**src/rtl/pipe_pkg.sv**
```systemverilog
// Shared pipeline-register definitions: MEM/WB field widths, DatatoReg encodings
// and the payload packing layout carried through pipe_stage_buf.
package pipe_pkg;

  localparam int OPERAND_WIDTH = 16;
  localparam int REGSEL_W      = 3;
  localparam int DTR_W         = 2;

  typedef enum logic [DTR_W-1:0] {
    DTR_ALU = 2'd0,
    DTR_MEM = 2'd1,
    DTR_PC  = 2'd2,
    DTR_IMM = 2'd3
  } dtr_e;

  // Payload layout, LSB first: writeRegSel, DatatoReg, ALU result, mem data, PC_incr, spare bit
  localparam int REGSEL_LSB = 0;
  localparam int DTR_LSB    = REGSEL_LSB + REGSEL_W;
  localparam int ALU_LSB    = DTR_LSB + DTR_W;
  localparam int MEM_LSB    = ALU_LSB + OPERAND_WIDTH;
  localparam int PC_LSB     = MEM_LSB + OPERAND_WIDTH;
  localparam int RSVD_LSB   = PC_LSB + OPERAND_WIDTH;
  localparam int PAYLOAD_W  = RSVD_LSB + 1;

  function automatic logic [PAYLOAD_W-1:0] pack_payload(
    input logic [OPERAND_WIDTH-1:0] pc_incr,
    input logic [OPERAND_WIDTH-1:0] mem_data,
    input logic [OPERAND_WIDTH-1:0] alu_res,
    input dtr_e                     dtr,
    input logic [REGSEL_W-1:0]      reg_sel
  );
    return {1'b0, pc_incr, mem_data, alu_res, dtr, reg_sel};
  endfunction

endpackage

```
**src/rtl/pipe_stage_mem.sv**
```systemverilog
// DEPTH-entry storage array for pipe_stage_buf: synchronous write port,
// asynchronous read port. Contents are never reset.
module pipe_stage_mem
  import pipe_pkg::*;
#(
  parameter int WIDTH = PAYLOAD_W + 2,
  parameter int DEPTH = 2,
  parameter int PTR_W = 1
) (
  input  logic             clk,
  input  logic             wr_en,
  input  logic [PTR_W-1:0] wptr,
  input  logic [WIDTH-1:0] wdata,
  input  logic [PTR_W-1:0] rptr,
  output logic [WIDTH-1:0] rdata
);

  logic [WIDTH-1:0] mem [DEPTH];

  always_ff @(posedge clk) begin
    if (wr_en) mem[wptr] <= wdata;
  end

  assign rdata = mem[rptr];

endmodule

```
**src/rtl/pipe_stage_buf.sv**
```systemverilog
// Elastic valid/ready pipeline-stage register with DEPTH-entry FIFO, flush and sticky halt.
// Optional perf counters built only when PIPE_STAGE_PERF_EN is defined.
module pipe_stage_buf #(
  parameter int PAYLOAD_W = pipe_pkg::PAYLOAD_W,
  parameter int DEPTH     = 2,
  parameter int CNT_W     = 16
) (
  input  logic                       clk,
  input  logic                       rst,
  input  logic                       flush,
  input  logic                       in_valid,
  output logic                       in_ready,
  input  logic [PAYLOAD_W-1:0]       in_data,
  input  logic                       in_wen,
  input  logic                       in_halt,
  output logic                       out_valid,
  input  logic                       out_ready,
  output logic [PAYLOAD_W-1:0]       out_data,
  output logic                       out_wen,
  output logic                       out_halt,
  output logic [$clog2(DEPTH+1)-1:0] occupancy,
  output logic [CNT_W-1:0]           stall_cnt,
  output logic [CNT_W-1:0]           bubble_cnt
);
  import pipe_pkg::*;

  localparam int PTR_W = (DEPTH > 1) ? $clog2(DEPTH) : 1;
  localparam int OCC_W = $clog2(DEPTH + 1);
  localparam int EW    = PAYLOAD_W + 2;

  logic [PTR_W-1:0] wptr, rptr, last_ptr, rd_idx;
  logic [OCC_W-1:0] count;
  logic             halt_seen, primed;
  logic             push, pop;
  logic [EW-1:0]    rd_entry;

  function automatic logic [PTR_W-1:0] ptr_inc(input logic [PTR_W-1:0] p);
    if (p == PTR_W'(DEPTH - 1)) return '0;
    return p + PTR_W'(1);
  endfunction

  assign in_ready  = (count < OCC_W'(DEPTH)) & ~halt_seen;
  assign out_valid = (count != '0);
  assign push      = in_valid & in_ready;
  assign pop       = out_valid & out_ready;
  assign occupancy = count;

  // Control state; last_ptr remembers the slot last shown so an empty stage holds its data
  always_ff @(posedge clk or posedge rst) begin
    if (rst) begin
      wptr      <= '0;
      rptr      <= '0;
      last_ptr  <= '0;
      count     <= '0;
      halt_seen <= 1'b0;
      primed    <= 1'b0;
    end else if (flush) begin
      wptr      <= '0;
      rptr      <= '0;
      count     <= '0;
      halt_seen <= 1'b0;
      if (out_valid) last_ptr <= rptr;
    end else begin
      if (push) begin
        wptr   <= ptr_inc(wptr);
        primed <= 1'b1;
        if (in_halt) halt_seen <= 1'b1;
      end
      if (pop) begin
        rptr     <= ptr_inc(rptr);
        last_ptr <= rptr;
      end
      case ({push, pop})
        2'b10:   count <= count + OCC_W'(1);
        2'b01:   count <= count - OCC_W'(1);
        default: count <= count;
      endcase
    end
  end

  assign rd_idx = out_valid ? rptr : last_ptr;

  pipe_stage_mem #(
    .WIDTH (EW),
    .DEPTH (DEPTH),
    .PTR_W (PTR_W)
  ) u_mem (
    .clk   (clk),
    .wr_en (push & ~flush),
    .wptr  (wptr),
    .wdata ({in_halt, in_wen, in_data}),
    .rptr  (rd_idx),
    .rdata (rd_entry)
  );

  assign out_data = primed ? rd_entry[PAYLOAD_W-1:0] : '0;
  assign out_wen  = out_valid & rd_entry[PAYLOAD_W];
  assign out_halt = out_valid & rd_entry[PAYLOAD_W+1];

`ifdef PIPE_STAGE_PERF_EN
  logic [CNT_W-1:0] stall_q, bubble_q;

  function automatic logic [CNT_W-1:0] sat_inc(input logic [CNT_W-1:0] c);
    return (&c) ? c : c + CNT_W'(1);
  endfunction

  // Perf counters survive flush; only rst clears them
  always_ff @(posedge clk or posedge rst) begin
    if (rst) begin
      stall_q  <= '0;
      bubble_q <= '0;
    end else begin
      if (out_valid & ~out_ready) stall_q  <= sat_inc(stall_q);
      if (~out_valid & ~halt_seen) bubble_q <= sat_inc(bubble_q);
    end
  end

  assign stall_cnt  = stall_q;
  assign bubble_cnt = bubble_q;
`else
  assign stall_cnt  = '0;
  assign bubble_cnt = '0;
`endif

endmodule

```
**config.mk**
```make
export PLATFORM = sky130hd
export DESIGN_NAME = pipe_stage_buf
export DESIGN_NICKNAME = d
export VERILOG_FILES = /design/src/rtl/pipe_pkg.sv /design/src/rtl/pipe_stage_mem.sv /design/src/rtl/pipe_stage_buf.sv
export SDC_FILE = /design/constraint.sdc
export NUM_CORES = 1
export LEC_CHECK = 0
export BUFFER_PORTS_ARGS = -buffer_cell sky130_fd_sc_hd__clkbuf_2
export CAP_MARGIN = 20
export CORE_AREA = 2 2 148 150
export CTS_CLUSTER_DIAMETER = 30
export DETAILED_ROUTE_END_ITERATION = 10
export DIE_AREA = 0 0 150 152
export SYNTH_ARGS = -nofsm -noshare
export SYNTH_HDL_FRONTEND = slang
export SYNTH_HIERARCHICAL = 1
export SYNTH_SLANG_ARGS = --single-unit
```
**constraint.sdc**
```tcl
create_clock -name clk -period 3.8 [get_ports clk]
set_input_delay 0.38 -clock clk [delete_from_list [all_inputs] [get_ports clk]]
set_output_delay 0.38 -clock clk [all_outputs]
set_load 0.01 [all_outputs]
```
## After elaboration in Yosys (flattened, before gate mapping)

Memory sizes are Yosys's and may differ from the RTL's.
Cells that the tools add are included.

| word-level totals | value |
|---|---|
| memories kept | 1 |
| input port bits | 61 |
| bits in writable memories | 112 |
| logic and storage cells | 54 |
| output and inout port bits | 92 |
| bits in registers | 7 |

| operators by class | value |
|---|---|
| reductions and logical operators | 7 |
| bitwise gates (word level) | 8 |
| equality and inequality tests | 2 |
| add/subtract/negate cells | 4 |
| magnitude comparators | 1 |
| muxes and demuxes | 25 |

Memory list:

| memory | words | width | rd ports | clocked after memory_dff | write ports | line | RTL |
|---|---|---|---|---|---|---|---|
| u_mem.mem | 2 | 56 | 1 | 0 | 1 | pipe_stage_mem.sv:18 | `logic [WIDTH-1:0] mem [DEPTH];` |

Operator list:

| kind | count |
|---|---|
| 2-to-1 mux 54 bit | 1 |
| 2-to-1 mux 1 bit | 22 |
| nonzero test 2 bit | 4 |
| bitwise AND 1 bit | 6 |
| one-hot mux 2 bit (2 select lines) | 1 |
| AND reduction 2 bit | 2 |
| nonzero test 3 bit | 1 |
| adder 1 bit, second input constant | 2 |
| adder 2 x 1 -> 2 bit, second input constant | 1 |
| == test 2 x 1 -> 1 bit, second input constant | 1 |
| == test 2 bit, second input constant | 1 |
| less-than comparator 2 bit, second input constant | 1 |
| 2-to-1 mux 2 bit | 1 |
| NOT 1 bit | 2 |
| subtractor 2 x 1 -> 2 bit, second input constant | 1 |

## Depth between registers and ports, before layout

Gate-level depths: netlist of run 1.

| depth | value |
|---|---|
| depth in word-level cells | 8 |
| mapped depth | 7 |
| mapped depth without buffers | 4 |

## Cells and area by module

The synthesis of run 1 kept the hierarchy.

Modules (own cells, without submodules):

| module | cells an instance | instances | area each (µm²) |
|---|---|---|---|
| pipe_stage_mem | 176 | 1 | 4217.8 |
| pipe_stage_buf | 130 | 1 | 984.7 |

## Worst setup path before layout of run 1

Ideal clock, no wire load.

| timing path | value |
|---|---|
| path type | register to register |
| start point | register count[1] (netlist: occupancy[1]) |
| end point | memory u_mem/mem[0][0] (netlist name) (enable) |
| data arrival time | 3.438 ns |
| setup slack | -0.114 ns |
| cell stages (with the launch flop) | 5 |
| path buffers | 1 |
| setup time | 0.477 ns |
| cell sequence | dfrtp_1 buf_2 nor3b_2 and2b_1 nor2b_1 |

| on the way | value |
|---|---|
| longest elaborated chain between the ends | 6 |

Ends and longest elaborated chain:

| element | line | RTL |
|---|---|---|
| start, declared | pipe_stage_buf.sv:32 | `logic [OCC_W-1:0] count;` |
| start signal, assigned | pipe_stage_buf.sv:74 | `2'b10: count <= count + OCC_W'(1);` |
| start signal, assigned | pipe_stage_buf.sv:75 | `2'b01: count <= count - OCC_W'(1);` |
| start signal, assigned | pipe_stage_buf.sv:76 | `default: count <= count;` |
| less-than comparator 2 bit | pipe_stage_buf.sv:42 | `assign in_ready = (count < OCC_W'(DEPTH)) & ~halt_seen;` |
| bitwise AND 1 bit | pipe_stage_buf.sv:42 |  |
| bitwise AND 1 bit | pipe_stage_buf.sv:44 | `assign push = in_valid & in_ready;` |
| bitwise AND 1 bit | pipe_stage_buf.sv:89 | `.wr_en (push & ~flush),` |
| 2-to-1 mux 1 bit | pipe_stage_mem.sv:21 | `if (wr_en) mem[wptr] <= wdata;` |
| 2-to-1 mux 1 bit (implied by the code) | pipe_stage_mem.sv:21 |  |
| end, declared | pipe_stage_mem.sv:18 |  |

Every way passes these cells.

## Worst setup path after layout of run 1

| timing path | value |
|---|---|
| start point | register count[1] (netlist: occupancy[1]) |
| end point | output port out_data[53] |

| on the way | value |
|---|---|
| longest elaborated chain between the ends | 4 |

Ends and longest elaborated chain:

| element | line | RTL |
|---|---|---|
| nonzero test 2 bit | pipe_stage_buf.sv:43 | `assign out_valid = (count != '0);` |
| 2-to-1 mux 1 bit | - |  |
| net rd_idx | pipe_stage_buf.sv:31 | `logic [PTR_W-1:0] wptr, rptr, last_ptr, rd_idx;` |
| memory (2 x 56 bit) | - |  |
| net rd_entry[53] | pipe_stage_buf.sv:35 | `logic [EW-1:0] rd_entry;` |
| 2-to-1 mux 54 bit | pipe_stage_buf.sv:96 | `assign out_data = primed ? rd_entry[PAYLOAD_W-1:0] : '0;` |
| end, declared | pipe_stage_buf.sv:18 | `output logic [PAYLOAD_W-1:0] out_data,` |

The timed path passes the listed nets, and every way through them passes these cells.

==> results of run 1 <==
-- metrics by stage --
| step | utilization [%] | std cells | hold slack (ns) | setup WS, ns |
|---|---|---|---|---|
| floorplan | - | 337 | 0.183 | 0.965 |
| global placement | 28.1 | 695 | 0.302 | 1.14 |
| detailed placement | 28.1 | 695 | 0.319 | 1.05 |
| CTS | 31.0 | 728 | 0.134 | 0.604 |
| global route | 31.0 | 728 | 0.128 | 0.482 |
| finish | 31.0 | 728 | 0.153 | 0.663 |
-- synth_stat cells (all sizes together) --
cell / instances / area (sq um)
edfxtp: 112 / 3360
mux2: 58 / 803
and2: 55 / 344
buf: 39 / 307
dfrtp: 7 / 175
clkbuf: 5 / 18.8
nor2: 5 / 21.3
inv: 4 / 15.0
nor2b: 4 / 32.5
a21oi: 2 / 10.0
nand2b: 2 / 20.0
o21ai: 2 / 10.0
xor2: 2 / 17.5
a22oi: 1 / 7.51
a31oi: 1 / 6.26
and2b: 1 / 7.51
conb: 1 / 3.75
nor3b: 1 / 12.5
o22ai: 1 / 6.26
or2: 1 / 6.26
or3: 1 / 6.26
xnor2: 1 / 8.76
-- sequential cells by signal (all words and copies together), names as in the netlist --
name / count
u_mem/mem: 112
occupancy: 2
halt_seen: 1
last_ptr: 1
primed: 1
rptr: 1
wptr: 1
-- logic make-up after synthesis --
logic type / after synthesis / synth area share, %
buffers and inverters: 48 / 6.54
XOR/XNOR: 3 / 0.505
flip-flops: 119 / 68.0
other: 1 / 0.0721
AO/OA/AOI/OAI: 7 / 0.770
AND/OR/NAND/NOR: 70 / 8.66
multiplexers: 58 / 15.4
-- placed cells by master (no fill, tap or decap), types with 4 or more instances in the layout --
cell        count
clkbuf_2      120
edfxtp_1      112
and2_1         54
mux2_4         41
conb_1         32
clkbuf_16      17
mux2_2         16
dfrtp_1         6
inv_1           4
nor2_1          4
bufinv_16       4
clkinvlp_4      4
-- power by group through the flow --
stage / registers [mW] / clock network [mW] / logic [mW]
floorplan: 1.54 / 0 / 0.332
global placement: 1.54 / 0 / 0.457
detailed placement: 1.54 / 0 / 0.464
CTS: 1.51 / 1.70 / 0.466
global route: 1.52 / 1.76 / 0.497
finish: 1.51 / 1.66 / 0.456
-- layer usage --
metal / track usage [%] / up-vias
met3: 3.81 / 14
met4: 4.18 / 0
li1: - / 1294
met2: 14.9 / 114
met1: 9.51 / 1370
met5: 0 / -
-- final timing paths --
| check | start | to |
|---|---|---|
| setup / recovery | occupancy[1] | out_data[53] |
| hold reg to reg | last_ptr | last_ptr |
| min in group asynchronous | rst | last_ptr |
| hold / removal | in_data[28] | u_mem/mem[1][28] |
| max in group asynchronous | rst | primed |
| setup reg to reg | occupancy[1] | u_mem/mem[0][31] |
-- area by class of cell --
type,instances,area (sq um),share of cell area (%)
sequential,119,3540,53.5
multi-input combinational,170,1450,21.9
timing repair buffer,123,651,9.83
clock buffer,19,433,6.54
tap,280,350,5.29
clock inverter,13,180,2.72
inverter,4,15.0,0.227
-- worst reg2reg max path, cell delays in order (launching register included) --
cell	delay (ns)
dfrtp_1	0.49
nor3b_2	0.26
and2b_1	0.19
nor2b_4	0.74
buf_12	0.31
==> metrics.csv, run 1 <==
stage;metric;value;unit
critical_path;cp.arrival;2.76;ns
routing;drc;0;
critical_path;worstRegToRegCells;4;
cells_and_area;final_area;6620;sq um
timing;final_max_slew_viol_count;0;
power_and_ir_drop;p_sw_share;22.1;%
timing;worst_pin_slew;1.04;ns
min_path;hp-class;input pin to flip-flop;
routing;met1_length;3990;microns
routing;top_layer;met4;
power_and_ir_drop;p_seq_share;41.8;%
timing;post-route-min-period;3.14;ns
power_and_ir_drop;leakage;2.58;nW
critical_path;r2r_slack;1.48;ns
critical_path;crit_chain;nor2_2 > mux2_4 > mux2_2 > and2_1 > clkbuf_2;
synth;yosys_register_bits;119;
power_and_ir_drop;p_clk_share;45.7;%
routing;via_per_inst;3.84;
power_and_ir_drop;p_per_area;548;nW/um^2
critical_path;worstSetupPathDepth;5;
timing;finalSetupTns;0;ns
routing;dr.pass1.iters;4;
routing;drt_iter0_markers;106;
synth;ys_seq_area_share;68.0;%
clock_tree;cts.sinks;119;
synth;syn-cell-area;5200;sq um
power_and_ir_drop;peakVddDrop;0.286;mV
critical_path;end_kind;output port;
critical_path;required;3.42;ns
timing;rsz0062_at_grt;false;
routing;dr_wl_met3;758;microns
grt;grt-ovfl-total;0;
die;die_w;150;microns
synth;synth_cell_types;30;
critical_path;cp_top_family;multiplexers;
clock_tree;clk-insertion-delay-late;0.41;ns
die;core_area;21400;sq um
power_and_ir_drop;p_switching;0.802;mW
cells_and_area;area_growth;27.3;%
clock_tree;clk_path_buf_depth;2;
critical_path;path_class;flip-flop to output port;
clock_tree;htreeDepth;4;
critical_path;cp_slowest_cell;mux2_4;
timing;slew_headroom;30.8;%
clock_tree;hold_buffers;1;
critical_path;path_buf_inv;1;
die;die-area;22800;sq um
placed_design;place_congestion;0.667;
die;pin_count;153;
timing;setup_viol;0;
clock_tree;clk_pin_slew;0.06;ns
synth;syn_area_per_cell;17.0;sq um
synth;yosysWarnings;6;
timing;min_period_over_period;82.6;%
critical_path;crit_fanout;56;
min_path;hold_depth;1;
clock_tree;cts_tree;yes;
power_and_ir_drop;intPower;2.82;mW
placed_design;dp_hpwl;6400;microns
cells_and_area;nets;496;
grt;grt_pass1_wl;15000;microns
critical_path;max_stage_delay;0.88;ns
placed_design;io_buffers;120;
routing;vias;2792;
routing;wirelength;9850;microns
cells_and_area;drive_above_1_share;47.8;%
die;die_y;152;microns
clock_tree;cts_resized;0;
timing;fin_worst_skew;0.00578;ns
clock_tree;clock-root-buffer;clkbuf_16;
critical_path;startpoint_type;flip-flop;
clock_tree;postCtsSetupBuffers;0;
timing;hold_viol;0;
status;status;finished clean;
routing;wl_met2;4970;microns
synth;syn_inst;306;
placed_design;dpl_cell_area;6000;sq um
timing;fmax;319;MHz
cells_and_area;n_antenna_cell;0;
grt;grt_antenna_before_repair;0;
die;start_util;24.4;%
die;rows;54;
grt;grt_start_max_net_pins;57;
power_and_ir_drop;power;3.63;mW
routing;ant_nets;0;
clock_tree;numCtsBuffers;17;
routing;wl_per_cell;13.5;microns
run;drv_cap;0;
grt;grt_pass1_vias;2844;
cells_and_area;fill_cells;2170;
grt;grt_usage;8.84;%
power_and_ir_drop;combPwrFrac;12.6;%
No activity file was read; power rests on OpenSTA's default activity.
==> run 2, diff against run 1 <==
==> constraint.sdc (replaced) <==
create_clock -name clk -period 2.97 [get_ports clk]
set_input_delay 0.297 -clock clk [delete_from_list [all_inputs] [get_ports clk]]
set_output_delay 0.297 -clock clk [all_outputs]
set_load 0.01 [all_outputs]
==> metrics.csv, run 2 (synthesized netlist as in run 1, its figures left out) <==
stage;metric;value;unit;change
grt;grt_pass1_vias;2953;;+3.8%
critical_path;reg2reg_to;u_mem/mem[1][45];;
critical_path;r2r_slack;1.11;ns;-0.37 ns
timing;final_max_slew_viol_count;0;;unchanged
cells_and_area;final_common_cell;clkbuf_2;;
die;pin_count;153;;unchanged
cells_and_area;drive_above_1_share;49.0;%;+1.2 points
grt;grt_antenna_before_repair;0;;unchanged
critical_path;path_class;flip-flop to output port;;
routing;ant_nets;0;;unchanged
cells_and_area;fill_cells;2156;;-0.65%
critical_path;worstReg2RegStart;occupancy[1];;
critical_path;max_stage_delay;0.48;ns;-0.40 ns
routing;drc;0;;unchanged
clock_tree;htreeDepth;4;;unchanged
clock_tree;clk_pin_slew;0.06;ns;about the same
min_path;min_from;in_data[2];;
timing;worst_pin_slew;0.796;ns;-0.243 ns
min_path;hp-class;input pin to flip-flop;;
grt;grt_pass1_wl;15300;microns;+2.5%
die;die_y;152;microns;unchanged
cells_and_area;final_area;6640;sq um;+0.23%
clock_tree;cts_resized;0;;unchanged
timing;min_period_over_period;94.3;%;
routing;drt_iter0_markers;111;;+4.7%
placed_design;place_congestion;0.710;;+6.4%
timing;fmax;357;MHz;
clock_tree;hold_buffers;1;;unchanged
critical_path;end_kind;output port;;
routing;via_per_inst;3.81;;-0.62%
routing;vias;2786;;-0.21%
clock_tree;clk-insertion-delay-late;0.41;ns;about the same
cells_and_area;area_growth;27.6;%;
placed_design;dpl_cell_area;6020;sq um;+0.38%
critical_path;cp_top_family;multiplexers;;
critical_path;worstRegToRegCells;4;;unchanged
critical_path;crit_chain;nor2_2 > mux2_4 > buf_12 > mux2_2 > and2_1 > clkbuf_2;;
timing;fin_worst_skew;0.0119;ns;+0.00616 ns
cells_and_area;layout_common_cells;120 x clkbuf_2, 112 x edfxtp_1, 54 x and2_1;;
grt;grt_usage;8.97;%;+0.13 points
clock_tree;clock-root-buffer;clkbuf_16;;
routing;wirelength;9780;microns;-0.74%
grt;grt_start_max_net_pins;57;;unchanged
critical_path;cp.arrival;2.50;ns;-0.26 ns
cells_and_area;regMostFlops;u_mem/mem;;
cells_and_area;largest_reg_flops;112;;unchanged
die;rows;54;;unchanged
min_path;hold_depth;1;;unchanged
power_and_ir_drop;leakage;2.61;nW;+0.82%
critical_path;startpoint_type;flip-flop;;
critical_path;crit_fanout;25;;-55%
clock_tree;cts.sinks;119;;unchanged
min_path;holdPathEnd;u_mem/mem[1][2];;
timing;slew_headroom;47.0;%;+16 points
die;core_area;21400;sq um;unchanged
clock_tree;postCtsSetupBuffers;0;;unchanged
timing;setup_viol;0;;unchanged
die;die_w;150;microns;unchanged
run;drv_cap;0;;unchanged
power_and_ir_drop;p_per_area;692;nW/um^2;+26%
clock_tree;numCtsBuffers;17;;unchanged
power_and_ir_drop;peakVddDrop;0.361;mV;+26%
cells_and_area;nets;499;;+0.60%
routing;dr.pass1.iters;4;;unchanged
placed_design;io_buffers;120;;unchanged
timing;hold_viol;0;;unchanged
routing;wl_per_cell;13.4;microns;-1.1%
placed_design;dp_hpwl;6600;microns;+3.1%
cells_and_area;n_antenna_cell;0;;unchanged
die;start_util;24.4;%;unchanged
critical_path;required;2.67;ns;-0.75 ns
timing;fin_hold_ws;0.0762;ns;-0.0773 ns
timing;finalSetupTns;0;ns;unchanged
timing;rsz0062_at_grt;false;;
grt;grt-ovfl-total;0;;unchanged
status;status;finished clean;;
die;die-area;22800;sq um;unchanged
clock_tree;clk_path_buf_depth;2;;unchanged
clock_tree;cts_tree;yes;;
timing;post-route-min-period;2.80;ns;
critical_path;path_buf_inv;2;;+1
critical_path;cp_slowest_cell;dfrtp_1;;
-- run 2: cell count changes in the layout (fill, tap and decap cells not counted), sizes merged --
cell / previous run / this run
inv: 4 / 5
clkinv: 5 / 8
clkinvlp: 4 / 3
bufinv: 4 / 3
buf: 2 / 5
clkbuf: 139 / 137
-- run 2: metal layers --
metal | global-route usage, % | share of wire (%) | vias up | routed length (microns)
li1 | - | - | 1302 | -
met1 | 9.96 | 41 | 1368 | 4020
met2 | 15.1 | 50 | 109 | 4940
met3 | 3.57 | 7.0 | 7 | 680
met4 | 3.91 | 1.4 | 0 | 138
met5 | 0 | 0 | - | 0
-- run 2: worst max path at each step --
| stage | from | slack (ns) | to | cells after the start |
|---|---|---|---|---|
| 2_1_floorplan | occupancy[1] | 0.13 | u_mem/mem[0][0] | 4 |
| 3_3_place_gp | occupancy[1] | 0.62 | out_data[19] | 6 |
| 3_5_place_dp | occupancy[1] | 0.58 | out_data[24] | 6 |
| 4_1_cts | occupancy[1] | 0.12 | out_data[24] | 6 |
| 5_1_grt | occupancy[1] | 0.02 | out_data[13] | 6 |
| 6_report | occupancy[1] | 0.17 | out_data[1] | 6 |
-- run 2: cell type report --
| type | instances | area, sq um | area share [%] |
|---|---|---|---|
| well taps | 280 | 350 | 5.28 |
| repair buffers | 126 | 673 | 10.1 |
| clock inverters | 15 | 180 | 2.71 |
| multi-input cells | 170 | 1450 | 21.9 |
| clock buffers | 17 | 425 | 6.41 |
| inverters | 4 | 15.0 | 0.226 |
| flip-flops and latches | 119 | 3540 | 53.3 |
-- run 2: metrics by stage --
step	util, %	power, mW	setup WS (ns)	std cells
after floorplan	-	2.39	0.135	337
after global placement	28.2	2.56	0.619	698
after global routing	31.1	4.80	0.0174	731
final	31.1	4.60	0.169	731
after CTS	31.1	4.67	0.121	731
after detailed placement	28.2	2.57	0.579	698
-- run 2: report_power, final --
group / switching (mW) / internal [mW]
clock network: 0.749 / 1.32
logic: 0.284 / 0.306
registers: 0.0219 / 1.91
==> run 3, diff against run 2 <==
--- a/config.mk
+++ b/config.mk
@@ -11,6 +11,7 @@
 export CTS_CLUSTER_DIAMETER = 30
 export DETAILED_ROUTE_END_ITERATION = 10
 export DIE_AREA = 0 0 150 152
+export REMOVE_ABC_BUFFERS = 1
 export SYNTH_ARGS = -nofsm -noshare
 export SYNTH_HDL_FRONTEND = slang
 export SYNTH_HIERARCHICAL = 1
==> metrics.csv, run 3 (synthesized netlist as in run 1, its figures left out) <==
stage;metric;value;unit;change
routing;drt_iter0_markers;65;;-41%
clock_tree;clock-root-buffer;clkbuf_16;;
timing;worst_pin_slew;0.784;ns;-0.0115 ns
timing;slew_headroom;47.7;%;+0.76 points
timing;setup_viol;0;;unchanged
timing;finalSetupTns;0;ns;unchanged
status;status;finished clean;;
cells_and_area;seqCellArea;3540;sq um;unchanged
power_and_ir_drop;leakage;2.56;nW;-1.6%
critical_path;r2r_slack;1.07;ns;-0.04 ns
cells_and_area;multiInputGateArea;1450;sq um;unchanged
power_and_ir_drop;peakVddDrop;0.358;mV;-0.73%
cells_and_area;postLayoutCoreUtil;30.7;%;-0.38 points
cells_and_area;final_common_cell;clkbuf_2;;
cells_and_area;area_growth;26.0;%;
grt;grt_usage;9.06;%;+0.090 points
timing;min_period_over_period;89.7;%;-4.6 points
grt;grt_pass1_wl;15500;microns;+1.0%
cells_and_area;regMostFlops;u_mem/mem;;
critical_path;crit_chain;nor2_2 > mux2_4 > buf_12 > mux2_4 > and2_1 > clkbuf_2;;
die;die_w;150;microns;unchanged
die;die-area;22800;sq um;unchanged
routing;ant_nets;0;;unchanged
clock_tree;cts.sinks;119;;unchanged
timing;fmax;375;MHz;+5.2%
clock_tree;cts_tree;yes;;
die;pin_count;153;;unchanged
clock_tree;postCtsSetupBuffers;0;;unchanged
die;core_area;21400;sq um;unchanged
grt;grt_antenna_before_repair;1;;+1
critical_path;end_kind;output port;;
routing;vias;2781;;-0.18%
run;drv_cap;0;;unchanged
placed_design;dpl_cell_area;6010;sq um;-0.21%
die;rows;54;;unchanged
critical_path;cp.arrival;2.37;ns;-0.13 ns
timing;rsz0062_at_grt;false;;
die;die_y;152;microns;unchanged
die;start_util;24.4;%;unchanged
critical_path;cp_top_family;multiplexers;;
power_and_ir_drop;power;4.37;mW;-4.9%
cells_and_area;drive_above_1_share;48.4;%;-0.56 points
cells_and_area;nets;499;;unchanged
clock_tree;clk_pin_slew;0.05;ns;about the same
grt;grt_pass1_vias;2955;;+0.068%
power_and_ir_drop;p_per_area;666;nW/um^2;-3.8%
routing;wirelength;9930;microns;+1.5%
critical_path;crit_fanout;56;;+120%
grt;grt-ovfl-total;0;;unchanged
cells_and_area;largest_reg_flops;112;;unchanged
clock_tree;htreeDepth;4;;unchanged
timing;fin_worst_skew;0.00510;ns;-0.00684 ns
cells_and_area;fill_cells;2152;;-0.19%
critical_path;cpMostUsedCell;mux2_4;;
routing;wl_per_cell;13.6;microns;+1.7%
placed_design;place_congestion;0.681;;-4.0%
cells_and_area;n_antenna_cell;0;;unchanged
placed_design;pre_cts_slack;0.711;ns;+0.131 ns
critical_path;startpoint_type;flip-flop;;
timing;final_max_slew_viol_count;0;;unchanged
critical_path;path_class;flip-flop to output port;;
cells_and_area;final_area;6560;sq um;-1.2%
routing;dr.pass1.iters;4;;unchanged
placed_design;io_buffers;120;;unchanged
routing;drc;0;;unchanged
timing;post-route-min-period;2.66;ns;-0.137 ns
timing;worst_slack;0.306;ns;+0.137 ns
cells_and_area;layout_common_cells;120 x clkbuf_2, 112 x edfxtp_1, 54 x and2_1;;
timing;hold_viol;0;;unchanged
critical_path;path_buf_inv;2;;unchanged
placed_design;dp_hpwl;6570;microns;-0.46%
routing;via_per_inst;3.81;;about the same
clock_tree;cts_resized;0;;unchanged
clock_tree;numCtsBuffers;17;;unchanged
critical_path;max_stage_delay;0.48;ns;about the same
min_path;hp-class;input pin to flip-flop;;
grt;grt_start_max_net_pins;57;;unchanged
critical_path;required;2.67;ns;about the same
critical_path;cp_slowest_cell;dfrtp_1;;
clock_tree;clk_path_buf_depth;2;;unchanged
clock_tree;clk-insertion-delay-late;0.40;ns;about the same
==> run 3: area by class of cell <==
class | count | share of cell area, %
timing repair buffer | 126 | 10.1
clock inverter | 14 | 1.72
tap | 280 | 5.34
inverter | 4 | 0.229
multi-input combinational | 170 | 22.2
sequential | 119 | 54.0
clock buffer | 17 | 6.49
==> run 3: timing repair <==
item | 4_1_cts | 5_1_grt
endpoints found under the setup margin | 0 | 0
hold endpoints to repair | 7 | 0
hold buffers | 1 | 0
==> run 3: routing by layer <==
metal	global-route usage [%]	share of wire, %	vias up
li1	-	-	1296
met1	10.6	43	1358
met2	14.8	49	116
met3	3.33	6.5	9
met4	3.86	1.4	2
met5	0	0.13	-
==> run 3: report_power, final <==
group          internal, mW  leakage [nW]  total (mW)  switching [mW]
clock                  1.13         0.251        1.85           0.717
sequential             1.91          1.11        1.94          0.0212
combinational         0.302          1.20       0.584           0.281
total                  3.35          2.56        4.37            1.02
==> run 3: worst paths after layout <==
path | cells after the start | startpoint | endpoint
max | 6 | occupancy[1] | out_data[24]
min | 1 | in_data[6] | u_mem/mem[1][6]
max reg2reg | 4 | occupancy[1] | u_mem/mem[0][27]
min reg2reg | 1 | last_ptr | last_ptr
max in group asynchronous | 3 | rst | primed
min in group asynchronous | 3 | rst | halt_seen
==> run 3: per-stage QoR <==
stage / hold slack (ns) / std cells
after global routing: 0.0514 / 730
after CTS: 0.0518 / 730
after floorplan: 0.100 / 293
final: 0.0825 / 730
after detailed placement: 0.232 / 698
after global placement: 0.220 / 698
